`config.mk`:
```
export PLATFORM = sky130hd
export DESIGN_NAME = multi_digit_7seg_scanner_flat
export DESIGN_NICKNAME = d
export VERILOG_FILES = /design/src/rtl/multi_digit_7seg_scanner_if.sv /design/src/rtl/multi_digit_7seg_scanner.sv /design/src/flat_wrapper.sv
export SDC_FILE = /design/constraint.sdc
export NUM_CORES = 1
export LEC_CHECK = 0
export CAP_MARGIN = 20
export CORE_ASPECT_RATIO = 1.5
export CORE_MARGIN = 3
export CORE_UTILIZATION = 58
export CTS_CLUSTER_DIAMETER = 50
export DETAILED_ROUTE_END_ITERATION = 16
export GPL_ROUTABILITY_DRIVEN = 0
export GPL_TIMING_DRIVEN = 0
export PLACE_DENSITY = 0.83
export SYNTH_ARGS = -nofsm -noshare
export SYNTH_HDL_FRONTEND = slang
export SYNTH_SLANG_ARGS = --single-unit
```
`constraint.sdc`:
```
create_clock -name clk -period 6.1 [get_ports clk]
set_input_delay 1.22 -clock clk [delete_from_list [all_inputs] [get_ports clk]]
set_output_delay 1.22 -clock clk [all_outputs]
set_load 0.05 [all_outputs]
```
`src/rtl/multi_digit_7seg_scanner_if.sv`:
```
// ----------------------------------------------------------------------------
// multi_digit_7seg_scanner_if
// Bundles the display-content inputs and the multiplexed LED drive outputs of
// the 7-segment scanner.
//   master : the controller side; drives the content and observes the LED pins.
//   slave  : the scanner itself; consumes the content and drives the LED pins.
// Signals:
//   digits      [4*N-1:0] hex nibbles, digit i = digits[4i+3:4i], digit 0 rightmost
//   dp_in       [N-1:0]   decimal point request per digit (1 = lit)
//   blank       [N-1:0]   force digit dark (1 = dark)
//   blink       [N-1:0]   blink enable per digit
//   lz_en                 leading-zero suppression enable
//   brightness  [3:0]     duty level 0..15
//   seg         [6:0]     segments a..g, active low
//   dp                    decimal point, active low
//   an          [N-1:0]   digit anodes, active low
//   frame_start           one-cycle pulse at each frame boundary
// ----------------------------------------------------------------------------
interface multi_digit_7seg_scanner_if #(
  parameter int NUM_DIGITS = 4
);
  logic [4*NUM_DIGITS-1:0] digits;
  logic [NUM_DIGITS-1:0]   dp_in;
  logic [NUM_DIGITS-1:0]   blank;
  logic [NUM_DIGITS-1:0]   blink;
  logic                    lz_en;
  logic [3:0]              brightness;
  logic [6:0]              seg;
  logic                    dp;
  logic [NUM_DIGITS-1:0]   an;
  logic                    frame_start;

  modport master (
    output digits, dp_in, blank, blink, lz_en, brightness,
    input  seg, dp, an, frame_start
  );

  modport slave (
    input  digits, dp_in, blank, blink, lz_en, brightness,
    output seg, dp, an, frame_start
  );
endinterface

```
`src/rtl/multi_digit_7seg_scanner.sv`:
```
// ----------------------------------------------------------------------------
// multi_digit_7seg_scanner
// Time-multiplexes NUM_DIGITS hex digits onto a common-anode 7-segment display.
// Each digit owns a slot of SCAN_DIV clocks; a frame is NUM_DIGITS slots.
// Display content is snapshotted at every frame boundary so a frame never
// mixes old and new values. Supports per-digit blank/blink/decimal point,
// leading-zero suppression and 16-level PWM brightness.
// Ports:
//   clk  : single clock, rising edge
//   rst  : asynchronous, active-high reset
//   bus  : slave side of multi_digit_7seg_scanner_if (content in, LED pins out)
// ----------------------------------------------------------------------------
module multi_digit_7seg_scanner #(
  parameter int NUM_DIGITS   = 4,    // 2..8
  parameter int SCAN_DIV     = 16,   // multiple of 16, >= 16
  parameter int BLINK_FRAMES = 250   // >= 1
) (
  input logic                           clk,
  input logic                           rst,
  multi_digit_7seg_scanner_if.slave     bus
);

  localparam int CW   = $clog2(SCAN_DIV);
  localparam int IW   = $clog2(NUM_DIGITS);
  localparam int FW   = (BLINK_FRAMES > 1) ? $clog2(BLINK_FRAMES) : 1;
  localparam int UNIT = SCAN_DIV / 16;   // duty cycles per brightness step

  localparam logic [CW-1:0] DIV_LAST = CW'(SCAN_DIV - 1);
  localparam logic [IW-1:0] IDX_LAST = IW'(NUM_DIGITS - 1);
  localparam logic [FW-1:0] FRM_LAST = FW'(BLINK_FRAMES - 1);

  typedef struct packed {
    logic [4*NUM_DIGITS-1:0] digits;
    logic [NUM_DIGITS-1:0]   dp_in;
    logic [NUM_DIGITS-1:0]   blank;
    logic [NUM_DIGITS-1:0]   blink;
    logic                    lz_en;
    logic [3:0]              brightness;
  } shadow_t;

  logic [CW-1:0]         div_cnt_q,     div_cnt_d;
  logic [IW-1:0]         digit_idx_q,   digit_idx_d;
  logic [FW-1:0]         frame_cnt_q,   frame_cnt_d;
  logic                  blink_phase_q, blink_phase_d;
  logic                  frame_start_q, frame_start_d;
  shadow_t               shadow_q,      shadow_d;
  logic [6:0]            seg_q,         seg_d;
  logic                  dp_q,          dp_d;
  logic [NUM_DIGITS-1:0] an_q,          an_d;

  logic                  slot_end;
  logic                  frame_end;
  logic                  zero_run;
  logic [NUM_DIGITS-1:0] lz_dark;
  logic [3:0]            sel_nib;
  logic                  sel_dp;
  logic                  sel_dark;
  logic [CW:0]           duty;
  logic                  lit;

  // Active-low glyphs, bit 0 = segment a ... bit 6 = segment g.
  function automatic logic [6:0] hex_to_seg(input logic [3:0] v);
    case (v)
      4'h0: hex_to_seg = 7'b1000000;
      4'h1: hex_to_seg = 7'b1111001;
      4'h2: hex_to_seg = 7'b0100100;
      4'h3: hex_to_seg = 7'b0110000;
      4'h4: hex_to_seg = 7'b0011001;
      4'h5: hex_to_seg = 7'b0010010;
      4'h6: hex_to_seg = 7'b0000010;
      4'h7: hex_to_seg = 7'b1111000;
      4'h8: hex_to_seg = 7'b0000000;
      4'h9: hex_to_seg = 7'b0010000;
      4'hA: hex_to_seg = 7'b0001000;
      4'hB: hex_to_seg = 7'b0000011;
      4'hC: hex_to_seg = 7'b1000110;
      4'hD: hex_to_seg = 7'b0100001;
      4'hE: hex_to_seg = 7'b0000110;
      default: hex_to_seg = 7'b0001110;   // F
    endcase
  endfunction

  always_comb begin
    // NOTE: every variable gets a value before any conditional logic, so no
    // path through this block can leave one unassigned and infer a latch.
    slot_end      = (div_cnt_q == DIV_LAST);
    frame_end     = slot_end && (digit_idx_q == IDX_LAST);

    div_cnt_d     = slot_end ? '0 : div_cnt_q + 1'b1;
    digit_idx_d   = digit_idx_q;
    frame_cnt_d   = frame_cnt_q;
    blink_phase_d = blink_phase_q;
    shadow_d      = shadow_q;
    frame_start_d = frame_end;   // registered: high in the cycle digit_idx is back at 0

    if (slot_end) begin
      digit_idx_d = (digit_idx_q == IDX_LAST) ? '0 : digit_idx_q + 1'b1;
    end

    if (frame_end) begin
      shadow_d.digits     = bus.digits;
      shadow_d.dp_in      = bus.dp_in;
      shadow_d.blank      = bus.blank;
      shadow_d.blink      = bus.blink;
      shadow_d.lz_en      = bus.lz_en;
      shadow_d.brightness = bus.brightness;
      if (frame_cnt_q == FRM_LAST) begin
        frame_cnt_d   = '0;
        blink_phase_d = ~blink_phase_q;
      end else begin
        frame_cnt_d   = frame_cnt_q + 1'b1;
      end
    end

    // Leading-zero suppression: scan from the most significant digit down,
    // a digit is dark while it and everything above it is zero. Digit 0 is
    // always shown so an all-zero value still reads "0".
    zero_run = 1'b1;
    lz_dark  = '0;
    for (int i = NUM_DIGITS - 1; i >= 0; i--) begin
      zero_run = zero_run & (shadow_q.digits[4*i +: 4] == 4'h0);
      if (i != 0) lz_dark[i] = shadow_q.lz_en & zero_run;
    end

    sel_nib  = '0;
    sel_dp   = 1'b0;
    sel_dark = 1'b0;
    for (int i = 0; i < NUM_DIGITS; i++) begin
      if (IW'(i) == digit_idx_q) begin
        sel_nib  = shadow_q.digits[4*i +: 4];
        sel_dp   = shadow_q.dp_in[i];
        sel_dark = shadow_q.blank[i] | lz_dark[i] | (shadow_q.blink[i] & blink_phase_q);
      end
    end

    // brightness 15 gives duty == SCAN_DIV, i.e. the whole slot.
    duty = (CW+1)'((int'(shadow_q.brightness) + 1) * UNIT);
    lit  = !sel_dark && ({1'b0, div_cnt_q} < duty);

    an_d = '1;
    seg_d = 7'h7F;
    dp_d  = 1'b1;
    if (lit) begin
      an_d[digit_idx_q] = 1'b0;
      seg_d             = hex_to_seg(sel_nib);
      dp_d              = ~sel_dp;
    end
  end

  // NOTE: sequential state uses non-blocking assignments so every flop samples
  // the pre-edge values, independent of statement order.
  always_ff @(posedge clk or posedge rst) begin
    if (rst) begin
      div_cnt_q     <= '0;
      digit_idx_q   <= '0;
      frame_cnt_q   <= '0;
      blink_phase_q <= 1'b0;
      frame_start_q <= 1'b0;
      shadow_q      <= '0;
      seg_q         <= 7'h7F;
      dp_q          <= 1'b1;
      an_q          <= '1;
    end else begin
      div_cnt_q     <= div_cnt_d;
      digit_idx_q   <= digit_idx_d;
      frame_cnt_q   <= frame_cnt_d;
      blink_phase_q <= blink_phase_d;
      frame_start_q <= frame_start_d;
      shadow_q      <= shadow_d;
      seg_q         <= seg_d;
      dp_q          <= dp_d;
      an_q          <= an_d;
    end
  end

  assign bus.seg         = seg_q;
  assign bus.dp          = dp_q;
  assign bus.an          = an_q;
  assign bus.frame_start = frame_start_q;

endmodule

```
`src/flat_wrapper.sv`:
```
// flat-port wrapper written by rule: the top's interface ports become plain ports
module multi_digit_7seg_scanner_flat 
#(
  parameter int NUM_DIGITS   = 4,           
  parameter int SCAN_DIV     = 16,                           
  parameter int BLINK_FRAMES = 250          
)
  (clk, rst, bus_digits, bus_dp_in, bus_blank, bus_blink, bus_lz_en, bus_brightness, bus_seg, bus_dp, bus_an, bus_frame_start);
  multi_digit_7seg_scanner_if #(.NUM_DIGITS(NUM_DIGITS)) bus_i ();
  input logic clk;
  input logic rst;
  input wire logic [$bits(bus_i.digits)-1:0] bus_digits;
  input wire logic [$bits(bus_i.dp_in)-1:0] bus_dp_in;
  input wire logic [$bits(bus_i.blank)-1:0] bus_blank;
  input wire logic [$bits(bus_i.blink)-1:0] bus_blink;
  input wire logic [$bits(bus_i.lz_en)-1:0] bus_lz_en;
  input wire logic [$bits(bus_i.brightness)-1:0] bus_brightness;
  output wire logic [$bits(bus_i.seg)-1:0] bus_seg;
  output wire logic [$bits(bus_i.dp)-1:0] bus_dp;
  output wire logic [$bits(bus_i.an)-1:0] bus_an;
  output wire logic [$bits(bus_i.frame_start)-1:0] bus_frame_start;
  assign bus_i.digits = bus_digits;
  assign bus_i.dp_in = bus_dp_in;
  assign bus_i.blank = bus_blank;
  assign bus_i.blink = bus_blink;
  assign bus_i.lz_en = bus_lz_en;
  assign bus_i.brightness = bus_brightness;
  assign bus_seg = bus_i.seg;
  assign bus_dp = bus_i.dp;
  assign bus_an = bus_i.an;
  assign bus_frame_start = bus_i.frame_start;
  multi_digit_7seg_scanner #(.NUM_DIGITS(NUM_DIGITS), .SCAN_DIV(SCAN_DIV), .BLINK_FRAMES(BLINK_FRAMES)) u_core (.clk(clk), .rst(rst), .bus(bus_i));
endmodule
```
==> metrics.yaml, run 1 <==
powerDensity_nw_per_um2: 213
finalCritPeriodShare_pct: 47.3
fp.coreArea_um2: 4960
numPortBuffers: 47
firstDrtPassIters: 4
layout_commonest_cell: "nand2_1"
cts-root-buf: "clkbuf_8"
n_antenna_cell: 0
cts_resized: 0
via_count: 2500
clock_path_buffers: 2
cts.sinks: 61
layout_min_cycle_time_ns: 2.89
cap_violations: 0
fillCellCount: 375
layout.cells.non_filler: 458
worstPathArrival_ns: 1.67
initial_core_util_pct: 61.7
dp.cells: 442
die_w_um: 65.3
die-area_um2: 6200
netlist_area_um2: 3060
cts_buffers: 9
maxSlewHeadroom_pct: 59.0
overflow: 0
drc: 0
synth-warning-count: 0
via_per_inst: 5.46
synth.distinct_cells: 45
holdBufCountCts: 0
synth_top_cell_area_share_pct: 40.0
ys_seq_area_share_pct: 50.3
post_cts.repair.setup_buffers: 0
cp_num_buf_inv: 1
fp-row-count: 31
syn_nets: 380
final_layout_size_suffix_gt1_share_pct: 12.5
synth_area_leader_cell: "dfrtp_1"
pin_count: 48
crit_required_ns: 4.88
ys_ff_latch: 61
htreeDepth: 3
path_max_fanout: 1
die_h_um: 95.0
hold_viol_final: 0
finish.utilization_pct: 77.4
path_delay_family: "buffers and inverters"
hpwl_um: 4870
finalMaxSlewViolations: 0
ir_drop_mv: 0.236
setup_tns_ns: 0
end_kind: "output pin"
grt_pass1_vias: 2481
crit_type: "reg2out"
wl_per_cell_um: 14.3
max_stage_delay_ns: 0.80
p_leak_nw: 1.68
fin_hold_ws_ns: 0.479
postSynthCellCount: 328
worstPathCellList: "clkdlybuf4s50_1"
grt_max_degree: 34
setup_violations: 0
antenna_found_initial: 0
grt_pass1_wl_um: 11100
grt_usage_pct: 23.6
status: "complete, no violations"
synth_area_per_cell_um2: 9.33
syn2layout_area_growth_pct: 25.5
fmaxAchievable_mhz: 347
layout.nets: 439
hp-class: "reg2reg"
detail-route-antenna-nets: 0
synthTopCellsByArea: "dfrtp_1 40%, nand2_1 13%, dfstp_2 10%"
worst_pin_slew_ns: 0.614
finClkSkew_ns: 0.00771
cts.clk_slew.worst_paths_ns: 0.06
slowest_stage: "clkdlybuf4s50_1"
worstSkewPairLatency_ns: 0.35
cts_tree: "yes"
routed_wirelength_um: 6570
drt_iter0_markers: 144
rsz0062_at_grt: "no"
crit_path_start_kind: "flop"
final_cell_mix: "110 x nand2_1, 49 x dfrtp_1, 47 x clkdlybuf4s50_1"
-- path summary, 6_finish.rpt --
| check | startpoint | to | slack (ns) | cells after the start |
|---|---|---|---|---|
| min reg2reg | u_core.shadow_q[12] | u_core.shadow_q[12] | 0.48 | 2 |
| max reg2reg | u_core.digit_idx_q[0] | u_core.bus.seg[0] | 3.37 | 11 |
| max in group asynchronous | rst | u_core.bus.an[2] | 4.18 | 3 |
| max | u_core.bus.an[1] | bus_an[1] | 3.21 | 1 |
| min in group asynchronous | rst | u_core.digit_idx_q[1] | 1.27 | 2 |
| min | u_core.shadow_q[12] | u_core.shadow_q[12] | 0.48 | 2 |
-- registers in the layout, indices dropped and copies added, names as in the netlist, 2 cells and up --
| signal | flops |
|---|---|
| u_core.shadow_q | 33 |
| u_core.frame_cnt_q | 8 |
| u_core.bus.seg | 7 |
| u_core.bus.an | 4 |
| u_core.div_cnt_q | 4 |
| u_core.digit_idx_q | 2 |
-- kinds of logic after synthesis --
logic type | share of synthesized area [%]
buffers and inverters | 4.29
XOR/XNOR | 1.72
AO/OA/AOI/OAI | 11.6
multiplexers | 1.68
AND/OR/NAND/NOR | 23.4
flip-flops | 50.3
adder cells (fa/ha/maj) | 6.95
-- through the flow --
stage | total power [mW] | setup WS [ns] | cell area (µm²)
floorplan | 0.418 | 3.39 | 3060
global placement | 0.443 | 2.38 | 3610
detailed placement | 0.444 | 3.43 | 3630
CTS | 0.823 | 3.20 | 3840
global route | 0.842 | 3.13 | 3840
finish | 0.816 | 3.21 | 3840
-- metal layers --
layer,track usage (%),part of all wire (%),vias to the layer above
met3,4.17,4.4,15
met2,41.8,54,67
met4,11.9,2.6,0
met5,0,0,-
li1,-,-,1227
met1,26.9,38,1191
-- cells in the mapped netlist, drive strengths merged --
master	n
nand2	112
dfrtp	49
ha	17
o21ai	17
inv	15
a21oi	12
dfstp	12
nand3	9
buf	8
nor2	8
clkbuf	7
a31oi	5
a211oi	4
mux2i	4
nand3b	4
o211ai	4
or3	4
xor2	4
a221oi	3
a22oi	3
nand2b	3
nand4	3
nor3b	3
nor4	3
and2	2
nor3	2
o221ai	2
xnor2	2
a21o	1
a221o	1
and3	1
mux2	1
o21a	1
o22ai	1
or4	1
-- power breakdown --
part	internal, mW	switching [mW]
combinational	0.0204	0.0111
clock	0.228	0.152
sequential	0.405	0
total	0.653	0.163
-- cell type report --
class / count / area (µm²) / share of cell area, %
Clock buffer: 11 / 131 / 3.42
Timing Repair Buffer: 48 / 490 / 12.8
Tap cell: 66 / 82.6 / 2.15
Buffer: 15 / 75.1 / 1.95
Multi-Input combinational cell: 237 / 1390 / 36.2
Sequential cell: 61 / 1540 / 40.1
Inverter: 15 / 56.3 / 1.47
Clock inverter: 5 / 75.1 / 1.95
No activity file was read; power rests on OpenSTA's default activity.
==> run 2, diff against run 1 <==
--- a/config.mk
+++ b/config.mk
@@ -8,12 +8,12 @@
 export CAP_MARGIN = 20
 export CORE_ASPECT_RATIO = 1.5
 export CORE_MARGIN = 3
-export CORE_UTILIZATION = 58
+export CORE_UTILIZATION = 54
 export CTS_CLUSTER_DIAMETER = 50
 export DETAILED_ROUTE_END_ITERATION = 16
 export GPL_ROUTABILITY_DRIVEN = 0
 export GPL_TIMING_DRIVEN = 0
-export PLACE_DENSITY = 0.83
+export PLACE_DENSITY = 0.78
 export SYNTH_ARGS = -nofsm -noshare
 export SYNTH_HDL_FRONTEND = slang
 export SYNTH_SLANG_ARGS = --single-unit
==> constraint.sdc (replaced) <==
create_clock -name clk -period 2.85 [get_ports clk]
set_input_delay 0.57 -clock clk [delete_from_list [all_inputs] [get_ports clk]]
set_output_delay 0.57 -clock clk [all_outputs]
set_load 0.05 [all_outputs]
==> metrics.yaml, run 2 (same netlist as run 1, synthesis figures left out) <==
regMostFlops: "u_core.shadow_q"  # unchanged
finalCritPeriodShare_pct: 89.4
finClkSkew_ns: 0.00831  # was 0.00771 ns
post_cts.repair.setup_buffers: 0  # unchanged
syn2layout_area_growth_pct: 26.9  # was 25.5%
die_w_um: 67.5  # was 65.3 µm
initial_core_util_pct: 55.8  # was 61.7%
p_leak_nw: 1.70  # was 1.68 nW
crit_type: "reg2reg"  # was reg2out
r2r-start: "u_core.digit_idx_q[0]"  # unchanged
die-area_um2: 6630  # was 6200 µm²
fin_hold_ws_ns: 0.479  # about the same
detail-route-antenna-nets: 0  # unchanged
fmaxAchievable_mhz: 392
die_h_um: 98.2  # was 95.0 µm
drt_iter0_markers: 150  # was 144
worstSkewPairLatency_ns: 0.34  # was 0.35 ns
cts_tree: "yes"  # unchanged
worstRegToRegCells: 11  # unchanged
wl_per_cell_um: 14.1  # was 14.3 µm
grt_max_degree: 34  # unchanged
firstDrtPassIters: 4  # unchanged
r2r_end: "u_core.bus.seg[0]"  # unchanged
hp-class: "reg2reg"  # unchanged
numPortBuffers: 47  # unchanged
overflow: 0  # unchanged
clock_path_buffers: 2  # unchanged
fp.coreArea_um2: 5490  # was 4960 µm²
hold_path.startpoint: "u_core.shadow_q[6]"  # was u_core.shadow_q[12]
finalMaxSlewViolations: 0  # unchanged
routed_wirelength_um: 6530  # was 6570 µm
whs_path_depth: 2  # unchanged
place_ws_ns: 0.138  # was 3.43 ns
grt_pass1_vias: 2403  # was 2481
n_antenna_cell: 0  # unchanged
end_kind: "flop"  # was output pin
crit_path_start_kind: "flop"  # unchanged
cts_buffers: 9  # unchanged
powerDensity_nw_per_um2: 483  # was 213 nW/µm²
status: "complete, no violations"  # unchanged
cap_violations: 0  # unchanged
worst_pin_slew_ns: 0.680  # was 0.614 ns
via_count: 2461  # was 2500
crit_required_ns: 3.12  # was 4.88 ns
final_cell_mix: "110 x nand2_1, 49 x dfrtp_1, 47 x clkdlybuf4s50_1"  # unchanged
dp.cells: 446  # was 442
maxSlewHeadroom_pct: 54.6  # was 59.0%
worstPathArrival_ns: 2.82  # was 1.67 ns
largest_register_ffs: 33  # unchanged
path_max_fanout: 10  # was 1
final_layout_size_suffix_gt1_share_pct: 12.8  # was 12.5%
whs_endpoint: "u_core.shadow_q[6]"  # was u_core.shadow_q[12]
layout.cells.non_filler: 462  # was 458
antenna_found_initial: 0  # unchanged
layout_commonest_cell: "nand2_1"  # unchanged
holdBufCountCts: 0  # unchanged
hpwl_um: 4860  # was 4870 µm
fp-row-count: 33  # was 31
cts.sinks: 61  # unchanged
drc: 0  # unchanged
via_per_inst: 5.33  # was 5.46
rsz0062_at_grt: "no"  # unchanged
cts-root-buf: "clkbuf_8"  # unchanged
hold_viol_final: 0  # unchanged
cts.clk_slew.worst_paths_ns: 0.07  # was 0.06 ns
layout_min_cycle_time_ns: 2.55
setup_slack_ns: 0.301  # was 3.21 ns
ir_drop_mv: 0.433  # was 0.236 mV
grt_pass1_wl_um: 11000  # was 11100 µm
pin_count: 48  # unchanged
setup_violations: 0  # unchanged
rrSetupSlack_ns: 0.30  # was 3.37 ns
layout.nets: 439  # unchanged
htreeDepth: 3  # unchanged
grt_usage_pct: 22.0  # was 23.6%
run 2: cell count changes in the layout (fill, tap and decap cells not counted):
cell	delta
a22oi_1	-1
a22oi_2	+1
bufinv_16	+1
clkbuf_8	+1
clkinv_2	-2
run 2: worst max-delay path, cell delays in order (launching register included):
cell,delay [ns]
dfrtp_1,0.42
inv_1,0.08
ha_1,0.24
buf_2,0.20
a21oi_1,0.14
o21ai_0,0.13
a22oi_2,0.31
inv_1,0.16
ha_1,0.25
or3_1,0.37
o221ai_1,0.08
nand2_1,0.08
run 2: layer usage:
| metal | routed length, µm | global-route usage (%) | up-vias |
|---|---|---|---|
| li1 | - | - | 1223 |
| met1 | 2610 | 25.1 | 1169 |
| met2 | 3540 | 37.8 | 54 |
| met3 | 231 | 5.06 | 15 |
| met4 | 143 | 9.38 | 0 |
| met5 | 0 | 0 | - |
run 2: cell type report:
class,count,area [µm²]
fill,428,1610
sequential,61,1540
multi-input combinational,237,1390
timing repair buffer,48,490
clock buffer,12,145
clock inverter,4,95.1
tap,70,87.6
buffer,15,75.1
inverter,15,56.3
run 2: worst max path at each step:
stage,from,cells after the start,slack (ns),to
6_report,u_core.digit_idx_q[0],11,0.30,u_core.bus.seg[0]
5_1_grt,u_core.digit_idx_q[0],11,0.06,u_core.bus.seg[0]
4_1_cts,u_core.digit_idx_q[0],11,0.06,u_core.bus.seg[0]
3_5_place_dp,u_core.digit_idx_q[0],11,0.14,u_core.bus.seg[0]
3_3_place_gp,rst,2,-0.25,u_core.frame_cnt_q[3]
2_1_floorplan,u_core.digit_idx_q[0],11,0.59,u_core.bus.seg[0]
run 2: what timing repair did:
action,in CTS,in global routing
hold endpoints to repair,0,0
resized for setup,0,1
setup endpoints to repair,0,3
run 2: power by group:
group	internal [mW]	switching, mW	total [mW]
sequential	0.867	0	0.867
combinational	0.0437	0.0237	0.0674
clock	0.604	0.337	0.941
run 2: through the flow:
step | utilization [%] | setup TNS (ns) | instance area [µm²] | power [mW]
global placement | 65.9 | -12.26 | 3620 | 0.948
finish | 70.7 | 0 | 3880 | 1.88
detailed placement | 66.3 | 0 | 3640 | 0.951
global route | 70.7 | 0 | 3880 | 1.93
CTS | 70.7 | 0 | 3880 | 1.89
floorplan | - | 0 | 3060 | 0.895
==> run 3, diff against run 2 <==
--- a/config.mk
+++ b/config.mk
@@ -14,6 +14,7 @@
 export GPL_ROUTABILITY_DRIVEN = 0
 export GPL_TIMING_DRIVEN = 0
 export PLACE_DENSITY = 0.78
+export REMOVE_ABC_BUFFERS = 1
 export SYNTH_ARGS = -nofsm -noshare
 export SYNTH_HDL_FRONTEND = slang
 export SYNTH_SLANG_ARGS = --single-unit
==> metrics.yaml, run 3 (same netlist as run 1, synthesis figures left out) <==
fillCellCount: 438  # was 428
dp.cells: 431  # was 446
grt_usage_pct: 21.8  # was 22.0%
r2r-start: "u_core.digit_idx_q[1]"  # was u_core.digit_idx_q[0]
regMostFlops: "u_core.shadow_q"  # unchanged
worstPathArrival_ns: 2.91  # was 2.82 ns
n_antenna_cell: 0  # unchanged
hp-class: "reg2reg"  # unchanged
cts.sinks: 61  # unchanged
powerDensity_nw_per_um2: 455  # was 483 nW/µm²
layout_commonest_cell: "nand2_1"  # unchanged
crit_path_start: "u_core.digit_idx_q[1]"  # was u_core.digit_idx_q[0]
hpwl_um: 4480  # was 4860 µm
detail-route-antenna-nets: 0  # unchanged
end_kind: "flop"  # unchanged
crit_required_ns: 3.10  # was 3.12 ns
firstDrtPassIters: 4  # unchanged
hold_path.startpoint: "u_core.shadow_q[5]"  # was u_core.shadow_q[6]
grt_pass1_wl_um: 10900  # was 11000 µm
cts.clk_slew.worst_paths_ns: 0.06  # was 0.07 ns
antenna_found_initial: 0  # unchanged
status: "complete, no violations"  # unchanged
hold_viol_final: 0  # unchanged
die_h_um: 98.2  # unchanged
layout_min_cycle_time_ns: 2.67  # was 2.55 ns
postLayoutCellArea_um2: 3790  # was 3880 µm²
fin_hold_ws_ns: 0.478  # was 0.479 ns
cts_tree: "yes"  # unchanged
routed_wirelength_um: 6380  # was 6530 µm
finClkSkew_ns: 0.0137  # was 0.00831 ns
die_w_um: 67.5  # unchanged
via_count: 2437  # was 2461
max_stage_delay_ns: 0.46  # was 0.42 ns
path_delay_family: "adder cells"  # was compound AO/OA/AOI/OAI gates
fmaxAchievable_mhz: 375  # was 392 MHz
p_leak_nw: 1.65  # was 1.70 nW
largest_register_ffs: 33  # unchanged
post_cts.repair.setup_buffers: 0  # unchanged
final_cell_mix: "110 x nand2_1, 49 x dfrtp_1, 47 x clkdlybuf4s50_1"  # unchanged
setup_violations: 0  # unchanged
worst_pin_slew_ns: 0.846  # was 0.680 ns
die-area_um2: 6630  # unchanged
cp_num_buf_inv: 2  # was 3
drt_iter0_markers: 125  # was 150
fp.coreArea_um2: 5490  # unchanged
grt_max_degree: 45  # was 34
layout.nets: 425  # was 439
finalMaxSlewViolations: 0  # unchanged
cap_violations: 0  # unchanged
placedInstanceArea_um2: 3560  # was 3640 µm²
rsz0062_at_grt: "no"  # unchanged
cts-root-buf: "clkbuf_8"  # unchanged
cts_buffers: 9  # unchanged
crit_type: "reg2reg"  # unchanged
drc: 0  # unchanged
fp-row-count: 33  # unchanged
syn2layout_area_growth_pct: 23.9  # was 26.9%
worstSkewPairLatency_ns: 0.34  # about the same
initial_core_util_pct: 55.8  # unchanged
pin_count: 48  # unchanged
htreeDepth: 3  # unchanged
overflow: 0  # unchanged
finalCritPeriodShare_pct: 93.6  # was 89.4%
clock_path_buffers: 2  # unchanged
path_max_fanout: 15  # was 10
crit_path_start_kind: "flop"  # unchanged
ir_drop_mv: 0.395  # was 0.433 mV
grt_pass1_vias: 2490  # was 2403
maxSlewHeadroom_pct: 43.6  # was 54.6%
numPortBuffers: 47  # unchanged
via_per_inst: 5.44  # was 5.33
worstPathCellList: "inv_1 > ha_1 > o21ai_0 > a22oi_1 > inv_1 > ha_1 > or3_1 > o221ai_1 > nand2_1"  # was inv_1 > ha_1 > buf_2 > a21oi_1 > o21ai_0 > a22oi_2 > inv_1 > ha_1 > or3_1 > o221ai_1 > nand2_1
wl_per_cell_um: 14.2  # was 14.1 µm
final_layout_size_suffix_gt1_share_pct: 11.1  # was 12.8%
layout.cells.non_filler: 448  # was 462
slowest_stage: "ha_1"  # was dfrtp_1
-- run 3: final cells by class --
class / instances / area (µm²) / share of cell area (%)
clock buffers: 15 / 176 / 4.65
clock inverters: 1 / 30.0 / 0.792
inverters: 15 / 63.8 / 1.68
multi-input cells: 238 / 1400 / 37.0
flip-flops and latches: 61 / 1540 / 40.6
well taps: 70 / 87.6 / 2.31
repair buffers: 48 / 490 / 12.9
-- run 3: layer usage --
layer	global-route usage [%]	up-vias	part of all wire, %
li1	-	1194	-
met2	38.6	49	55
met3	5.41	11	3.8
met5	0	-	0
met1	23.8	1183	39
met4	9.22	0	2.0
-- run 3: metrics by stage --
| step | utilization [%] | total power [mW] | worst slack (ns) | setup TNS (ns) |
|---|---|---|---|---|
| floorplan | - | 0.895 | 0.114 | 0 |
| global placement | 64.5 | 0.946 | -0.602 | -15.24 |
| detailed placement | 64.9 | 0.950 | -0.663 | -2.38 |
| CTS | 68.8 | 1.74 | 0.0339 | 0 |
| global route | 69.1 | 1.78 | 0.0272 | 0 |
| finish | 69.1 | 1.73 | 0.183 | 0 |
-- run 3: worst paths after layout --
path / to / slack (ns) / cells after the start
max in group asynchronous: u_core.bus.an[2] / 1.56 / 3
hold / removal: u_core.shadow_q[5] / 0.48 / 2
min in group asynchronous: u_core.div_cnt_q[0] / 0.63 / 2
setup / recovery: u_core.bus.seg[0] / 0.18 / 9
setup reg to reg: u_core.bus.seg[0] / 0.18 / 9
hold reg to reg: u_core.shadow_q[5] / 0.48 / 2
-- run 3: power by group --
| group | internal (mW) | total (mW) | switching [mW] |
|---|---|---|---|
| Clock | 0.477 | 0.792 | 0.315 |
| Sequential | 0.867 | 0.867 | 0 |
| Combinational | 0.0435 | 0.0662 | 0.0226 |
-- run 3: timing repair --
item / CTS / global route
hold buffers: 0 / 0
setup endpoints to repair: 16 / 2
pin swaps: 0 / 1
cloned: 0 / 1
hold endpoints to repair: 0 / 0
gates resized for setup: 3 / 1
-- run 3: worst min-delay path: cells and delay by family (launching register included) --
kind	cells	cell delay [ns]
flops	1	0.34
simple gates	2	0.11
